<file path="config.mk">
export PLATFORM = sky130hd
export DESIGN_NAME = rename_unit
export DESIGN_NICKNAME = d
export VERILOG_FILES = /design/src/rtl/rename_unit.sv
export SDC_FILE = /design/constraint.sdc
export NUM_CORES = 1
export LEC_CHECK = 0
export BUFFER_PORTS_ARGS = -buffer_cell sky130_fd_sc_hd__buf_4
export CORE_MARGIN = 2
export CORE_UTILIZATION = 25
export CTS_CLUSTER_DIAMETER = 50
export DETAILED_ROUTE_END_ITERATION = 12
export GPL_TIMING_DRIVEN = 1
export PLACE_DENSITY = 0.44
export SLEW_MARGIN = 20
export SYNTH_ARGS = -nofsm -noshare
export SYNTH_HDL_FRONTEND = slang
export SYNTH_SLANG_ARGS = --single-unit
export TNS_END_PERCENT = 1
</file>
<file path="constraint.sdc">
create_clock -name clk -period 5.37 [get_ports clk]
set_clock_uncertainty 0.05 [all_clocks]
set_input_delay 0.8055 -clock clk [delete_from_list [all_inputs] [get_ports clk]]
set_output_delay 0.8055 -clock clk [all_outputs]
set_load 0.005 [all_outputs]
</file>
<file path="src/rtl/rename_unit.sv">
// Single-issue register-rename stage: RAT lookup, free-list allocation, ready-table
// tracking and ROB index allocation, with a one-cycle registered output.
module rename_unit #(
    parameter int ARCH_REGS = 32,
    parameter int PHYS_REGS = 64,
    parameter int ROB_DEPTH = 16,
    parameter int AREG_W    = $clog2(ARCH_REGS),
    parameter int PREG_W    = $clog2(PHYS_REGS),
    parameter int ROB_W     = $clog2(ROB_DEPTH)
) (
    input  logic              clk,
    input  logic              rst,
    input  logic              in_valid,
    output logic              in_ready,
    input  logic [AREG_W-1:0] sr1,
    input  logic [AREG_W-1:0] sr2,
    input  logic [AREG_W-1:0] dr,
    input  logic              has_dest,
    input  logic [3:0]        aluOp,
    input  logic [31:0]       imm,
    output logic              out_valid,
    input  logic              out_ready,
    output logic [PREG_W-1:0] sr1_p,
    output logic [PREG_W-1:0] sr2_p,
    output logic [PREG_W-1:0] dr_p,
    output logic [PREG_W-1:0] old_dr_p,
    output logic              s1_ready,
    output logic              s2_ready,
    output logic [3:0]        aluOp_out,
    output logic [31:0]       imm_out,
    output logic [ROB_W-1:0]  ROB_num,
    input  logic              wb_valid,
    input  logic [PREG_W-1:0] wb_preg,
    input  logic              commit_valid,
    input  logic              commit_has_dest,
    input  logic [PREG_W-1:0] commit_old_preg
);

    localparam int FL_DEPTH = PHYS_REGS - ARCH_REGS;
    localparam int FL_W     = (FL_DEPTH > 1) ? $clog2(FL_DEPTH) : 1;
    localparam logic [FL_W:0]  FL_FULL  = (FL_W + 1)'(FL_DEPTH);
    localparam logic [ROB_W:0] ROB_FULL = (ROB_W + 1)'(ROB_DEPTH);

    logic [PREG_W-1:0]    rat     [ARCH_REGS];
    logic [PHYS_REGS-1:0] ready_tbl;
    logic [PREG_W-1:0]    fl_mem  [FL_DEPTH];
    logic [FL_W-1:0]      fl_head;
    logic [FL_W-1:0]      fl_tail;
    logic [FL_W:0]        fl_count;
    logic [ROB_W-1:0]     rob_tail;
    logic [ROB_W:0]       rob_count;

    logic              need_alloc;
    logic              accept;
    logic              do_alloc;
    logic              fl_push;
    logic [PREG_W-1:0] alloc_preg;
    logic [PREG_W-1:0] src1_p;
    logic [PREG_W-1:0] src2_p;
    logic              src1_rdy;
    logic              src2_rdy;

    function automatic logic [FL_W-1:0] fl_next(input logic [FL_W-1:0] p);
        return (p == FL_W'(FL_DEPTH - 1)) ? '0 : p + FL_W'(1);
    endfunction

    // Capacity checks use this cycle's counts only; a same-cycle commit never unblocks.
    always_comb begin
        need_alloc = has_dest && (dr != '0);
        in_ready   = !(out_valid && !out_ready)
                     && (rob_count != ROB_FULL)
                     && !(need_alloc && (fl_count == '0));
        accept     = in_valid && in_ready;
        do_alloc   = accept && need_alloc;
        fl_push    = commit_valid && commit_has_dest && (commit_old_preg != '0);
        alloc_preg = fl_mem[fl_head];
        src1_p     = rat[sr1];
        src2_p     = rat[sr2];
        src1_rdy   = (sr1 == '0) || ready_tbl[src1_p] || (wb_valid && (wb_preg == src1_p));
        src2_rdy   = (sr2 == '0) || ready_tbl[src2_p] || (wb_valid && (wb_preg == src2_p));
    end

    // NOTE: the RAT, ready table and free-list storage are reset explicitly because their
    // reset contents (identity map, all ready, ascending free regs) are architecturally visible.
    always_ff @(posedge clk) begin
        if (rst) begin
            for (int i = 0; i < ARCH_REGS; i++) rat[i] <= PREG_W'(i);
            for (int i = 0; i < FL_DEPTH; i++) fl_mem[i] <= PREG_W'(ARCH_REGS + i);
            ready_tbl <= '1;
            fl_head   <= '0;
            fl_tail   <= '0;
            fl_count  <= FL_FULL;
            rob_tail  <= '0;
            rob_count <= '0;
            out_valid <= 1'b0;
            sr1_p     <= '0;
            sr2_p     <= '0;
            dr_p      <= '0;
            old_dr_p  <= '0;
            s1_ready  <= 1'b0;
            s2_ready  <= 1'b0;
            aluOp_out <= '0;
            imm_out   <= '0;
            ROB_num   <= '0;
        end else begin
            if (wb_valid && (wb_preg != '0)) ready_tbl[wb_preg] <= 1'b1;

            if (accept) begin
                out_valid <= 1'b1;
                sr1_p     <= src1_p;
                sr2_p     <= src2_p;
                s1_ready  <= src1_rdy;
                s2_ready  <= src2_rdy;
                dr_p      <= need_alloc ? alloc_preg : '0;
                old_dr_p  <= need_alloc ? rat[dr] : '0;
                aluOp_out <= aluOp;
                imm_out   <= imm;
                ROB_num   <= rob_tail;
                rob_tail  <= rob_tail + ROB_W'(1);
            end else if (out_ready) begin
                out_valid <= 1'b0;
            end

            // NOTE: placed after the wakeup write so the allocation clear wins on the same preg.
            if (do_alloc) begin
                rat[dr]               <= alloc_preg;
                ready_tbl[alloc_preg] <= 1'b0;
                fl_head               <= fl_next(fl_head);
            end

            if (fl_push) begin
                fl_mem[fl_tail] <= commit_old_preg;
                fl_tail         <= fl_next(fl_tail);
            end

            case ({do_alloc, fl_push})
                2'b10:   fl_count <= fl_count - (FL_W + 1)'(1);
                2'b01:   fl_count <= fl_count + (FL_W + 1)'(1);
                default: ;
            endcase

            case ({accept, commit_valid})
                2'b10:   rob_count <= rob_count + (ROB_W + 1)'(1);
                2'b01:   rob_count <= rob_count - (ROB_W + 1)'(1);
                default: ;
            endcase

            if (fl_push) assert (fl_count != FL_FULL) else $error("rename_unit: free-list overflow");
            if (commit_valid) assert (rob_count != '0) else $error("rename_unit: rob_count underflow");
        end
    end

endmodule

</file>
# Word-level counts from Yosys, hierarchy flattened
# Memory sizes are Yosys's and may differ from the RTL's. A register that Yosys moved wholly into a read port is not among the register bits.
# Cells that the tools add are included.
# classes
add_sub_neg,7
order_cmp,6
n_eq_ne,9
mux,35
bitwise,3
n_reduce_logical,32
# ops
cell,count
two-way mux 64 bit,3
AND 64 bit,1
NOT 64 bit,1
bitwise OR 64 bit,1
two-way mux 5 bit,6
< comparator 6 x 7 -> 1 bit (second input constant),4
two-way mux 6 bit,4
two-way mux 1 bit,16
adder 5 x 1 -> 5 bit (second input constant),3
logical AND 1 bit,14
binary-select mux 1 bit (select 6 bit),2
demux 1 bit (select 6 bit),2
equality test 6 bit,2
greater-or-equal comparator 6 x 1 -> 1 bit (second input constant),2
one-hot mux 6 bit (2 select lines),1
nonzero test 6 bit,2
OR reduction 6 bit,2
equality test 5 bit (second input constant),2
zero test 5 bit,2
one-hot mux 5 bit (2 select lines),1
adder 6 x 1 -> 6 bit (second input constant),1
zero test 6 bit,1
nonzero test 2 bit,3
subtractor 6 x 1 -> 6 bit (second input constant),1
other kinds (8),15
# word_totals
register_bits,156
ramBits,384
input_bits,71
memories,2
# mem_list
name,words,word_bits,read_ports,rd_clocked_by_memory_dff,write_ports,line,source
fl_mem,32,6,1,1,32,46,logic [PREG_W-1:0] fl_mem [FL_DEPTH];
rat,32,6,3,0,32,44,logic [PREG_W-1:0] rat [ARCH_REGS];

# Logic depth before layout (Yosys ltp)
# depth
word_depth,12
depth_mapped,17
ltp_nobuf,17

# Worst setup path before layout
# Ideal clock, no wire load.
# synth_timing
path_kind,in2reg
startpoint,in dr[0]
endpoint,reg fl_count[5]
arrival_ps,4035
required_time_ps,5188
slack_ps,1153
path_stages,17
path_buffers,0
cell_sequence,or2_1 -> o41ai_1 -> o41a_1 -> and2_1 -> inv_1 -> nor2_1 -> inv_2 -> ha_1 -> inv_1 -> ha_1 -> a21oi_1 -> nand2_1 -> a21o_1 -> a21oi_1 -> xnor2_1 -> o21ai_0 -> or3b_2
# synth_between
elab_chain_cells,9
# synth_rtl
element,line,source
from (decl),17,"input logic [AREG_W-1:0] dr,"
nonzero test 5 bit *,69,need_alloc = has_dest && (dr != '0);
logical AND 1 bit *,69,
logical AND 1 bit *,72,&& !(need_alloc && (fl_count == '0));
zero test 1 bit *,72,
logical AND 1 bit *,72,
via in_ready,14,"output logic in_ready,"
logical AND 1 bit *,73,accept = in_valid && in_ready;
logical AND 1 bit *,74,do_alloc = accept && need_alloc;
equality test 2 x 1 -> 1 bit / equality test 2 bit (equally long branches),136,"case ({do_alloc, fl_push})"
one-hot mux 6 bit (2 select lines) / nonzero test 2 bit (equally long branches),-,
to (signal assigned),137,2'b10: fl_count <= fl_count - (FL_W + 1)'(1);
to (signal assigned),138,2'b01: fl_count <= fl_count + (FL_W + 1)'(1);
to (decl),49,logic [FL_W:0] fl_count;
# Mark *: on every way through the listed nets, which the timed path passes. The rest lies on a longest branch.
# A chain may end at the register's enable or synchronous reset.

# Worst setup path after layout
# layout_timing
startpoint,in sr1[0]
endpoint,reg s1_ready
# layout_between
elab_chain_cells,5
# layout_rtl
element,line,source
from (decl),15,"input logic [AREG_W-1:0] sr1,"
memory read (32 x 6 bit),-,
binary-select mux 1 bit (select 6 bit),79,src1_rdy = (sr1 == '0) || ready_tbl[src1_p] || (wb_valid && (wb_preg == src1_p));
two-way mux 1 bit (not written as such),79,
logical OR 1 bit,79,
logical OR 1 bit *,79,
to (signal assigned),112,s1_ready <= src1_rdy;
to (decl),27,"output logic s1_ready,"
# Every way passes the cells marked *; elsewhere a longest branch is shown, timed or not. The select of a mux whose other input is x is not followed.

==> results by group <==
Run status
  – Status: completed

Placed design
  – Dpl hpwl: around 70000 µm
  – Placed cells: 3908
  – Dpl ws: 0.627 ns
  – Port Buffers: 138
  – Routability cong.: 0.884
  – Post-DP Area: roughly 0.031 mm²

Floorplan
  – Initial core utilization: between 20 and 30%
  – Area of the die: 0.117 mm²
  – Area of the core: 0.114 mm²
  – Die Wd: between 300 and 400 µm
  – # IOs: 139
  – Row cnt: 124
  – Die Ht: 342 µm

Logic synthesis
  – Post-synth ARST share: 0%
  – Sequential share of the synthesized area: between 50 and 60%
  – Synth top area share: approximately two fifths
  – YS warnings: 0
  – Register bit count reported by yosys: 545
  – Syn Area/Cell: between 10 and 15 µm²
  – Synth Flop Type: edfxtp_1
  – Post-Syn Area: 0.0286 mm²
  – Synth Instances: 2395
  – Largest cells by area after synthesis: edfxtp_1, mux4_2, dfxtp_1
  – Synth unique cells: 79
  – Post-synth EDFFs: 384
  – Synth area leader: edfxtp_1

Critical path
  – Startpoint types: primary input
  – Setup CP Type: in2reg
  – CP Cell Sequence: buf_4 -> mux4_2 -> mux4_2 -> mux2i_4 -> xor2_1 -> o21ai_1 -> a2111oi_2 -> a2111oi_0 -> o211a_1 -> a311oi_2
  – R2R setup slack: 1.37 ns
  – Crit-path slowest cell: mux4_2
  – Worst-path fanout max: 38
  – Crit path capture type: register
  – Critical Path RT: slightly below 6 ns
  – Arr. time, crit path: 4.60 ns
  – CP bufs+invs: 1
  – Slowest stage delay, CP: 0.65 ns
  – Crit-path leading delay family: multiplexers
  – Most numerous cell on the critical path: mux4_2

Detailed routing
  – Routed Antenna Nets: 0
  – Vias per Instance: roughly 5.2
  – Total routed wirelength: 102000 µm
  – DRC Markers: 0
  – Router iterations before antenna repair: 5
  – Routed WL per cell: between 20 and 25 µm
  – DR vias: 21016
  – Drt first-iter violations: 2546

Power
  – Maximum vdd drop: ~0.19 mV
  – PwrDens: 346 mW/mm²
  – P_leak: about 0.011 µW

Layout
  – Nets: 2573
  – Finished layout cell area: 0.0340 mm²
  – Area Growth Syn to Fin: 19.0%
  – Final non-filler cell total: 4067
  – Layout fillers: 11605
  – Layout cell share with drive strength beyond 1: 24.3%
  – Final Core Density: between 20% and 30%

STA
  – Final setup fails: 0
  – Pins Over Slew Limit: 0
  – RSZ-0062 raised after global routing: false
  – Slew HR: 29.3%
  – Final Hold Viols: 0
  – Setup_tns: 0 ns
  – Minimum clock period: between 4 and 5 ns
  – Max Fclk: between 200 and 250 MHz
  – Final worst slack: 1.28 ns
  – Slew @ Worst Pin: 1.06 ns
  – Fin crit share: 76.1%

CTS
  – Worst-skew pair later-pin latency: 0.66 ns
  – Reg clk slew, reported paths: 0.05 ns
  – Postcts setup bufs: 0
  – Post-cts gate resize count: 0
  – Max Buffers Root-to-Sink: 3
  – Max H-tree Level: 3
  – Inserted Clock Buffers: between 80 and 90
  – Cts hold-fix bufs: 0
  – CTS tree: yes
  – Clock root cell: clkbuf_16
  – CTS Sinks: 545

Min path
  – Worst Hold Class: in2reg

Global routing
  – First-pass GRT wire length: 147000 µm
  – Largest net degree at the start of global routing: 84
  – Grt ovf: 0
  – Initial antenna violation count: 2
  – Vias in the first global route: roughly 21000
  – Global-route usage over all layers: 17.0%

Flow run
  – # Max-Cap Violations: 0
per-layer routing:
| metal | global-route usage, % | part of all wire [%] | vias up |
|---|---|---|---|
| met5 | 0 | 0.013 | - |
| met4 | 4.98 | 2.5 | 2 |
| met3 | 3.35 | 7.6 | 154 |
| met2 | 27.0 | 46 | 920 |
| met1 | 23.5 | 43 | 10754 |
| li1 | - | - | 9186 |
stage by stage:
step                      hold WS (ns)  total power, µW
after floorplan                  0.394             5770
after global placement           0.396             6410
after detailed placement         0.393             6430
after CTS                        0.310            11900
after global routing             0.326            12200
final                            0.354            11800
worst reg2reg max path: stages, from the launching register on:
cell	delay [ns]
dfxtp_4	0.70
buf_12	0.32
mux4_2	0.59
mux4_2	0.56
mux2i_4	0.53
buf_4	0.60
nor4_1	0.14
nand2b_1	0.24
o32a_1	0.19
power by group:
part           internal [µW]  total [µW]  leakage, µW  switching, µW
Clock                   3280        5430      0.00136           2150
Combinational            605        1570      0.00491            962
Sequential              4640        4770      0.00460            136
path summary, 6_finish.rpt:
path | start | to | depth (start not counted)
min reg2reg | dr_p[0]$_SDFFE_PP0P_ | dr_p[0]$_SDFFE_PP0P_ | 1
min | aluOp[1] | aluOp_out[1]$_SDFFE_PP0P_ | 3
max | sr1[0] | s1_ready$_SDFFE_PP0P_ | 10
max reg2reg | register | ready_tbl[61]$_SDFF_PP1_ | 8
Yosys cell counts, drive strengths merged (23+ instances only):
cell type	count
a21oi	78
buf	60
clkbuf	142
dfxtp	161
edfxtp	384
inv	23
mux2	26
mux2i	138
mux4	199
nand2	294
nand2b	51
nand3	75
nor2	338
nor3	54
o32a	59
or2	34
or3	39
sequential cells by signal, summed over array words and instances (netlist names), named ones only:
signal     flops
ROB_num        4
aluOp_out      4
dr_p           6
fl_count       6
fl_head        5
fl_mem       192
fl_tail        5
imm_out       32
old_dr_p       6
out_valid      1
rat          192
ready_tbl     64
rob_count      5
rob_tail       4
s1_ready       1
s2_ready       1
sr1_p          6
sr2_p          6
logic make-up (layout without fill, tap and decap cells):
kind of cell    Yosys count  count (layout)  synth area share, %
simple gates            961             961                 15.2
flops                   545             545                 51.6
mux                     363             363                 21.6
compound gates          256             256                 6.63
buf+inv                 227             379                 3.39
xor+xnor                 22              22                0.674
fa+ha+maj                20              20                0.927
other cells               1               9               0.0131
cells in the final DEF (no fill, tap or decap), drive strengths merged, types with 12 or more instances in the layout:
| cell type | Yosys | layout |
|---|---|---|
| clkbuf | 142 | 108 |
| or2 | 34 | 34 |
| o32a | 59 | 59 |
| nor2 | 338 | 338 |
| edfxtp | 384 | 384 |
| inv | 23 | 37 |
| a22oi | 12 | 12 |
| nor2b | 16 | 16 |
| buf | 60 | 198 |
| a21oi | 78 | 78 |
| nand2b | 51 | 51 |
| dfxtp | 161 | 161 |
| o21ai | 19 | 19 |
| or3 | 39 | 39 |
| clkinv | 2 | 26 |
| nor3 | 54 | 54 |
| nand3 | 75 | 75 |
| mux4 | 199 | 199 |
| mux2i | 138 | 138 |
| xor2 | 14 | 14 |
| ha | 18 | 18 |
| nand2 | 294 | 294 |
| mux2 | 26 | 26 |
cell type report:
class | instances | area, µm² | share of cell area [%]
flip-flops and latches | 545 | 14800 | 43.4
multi-input cells | 1628 | 13000 | 38.1
clock buffers | 108 | 2310 | 6.77
well taps | 1512 | 1890 | 5.56
repair buffers | 198 | 1520 | 4.45
clock inverters | 48 | 493 | 1.45
inverters | 25 | 93.8 | 0.276
diodes | 3 | 7.51 | 0.0220
Power figures use the tool's default switching activity.
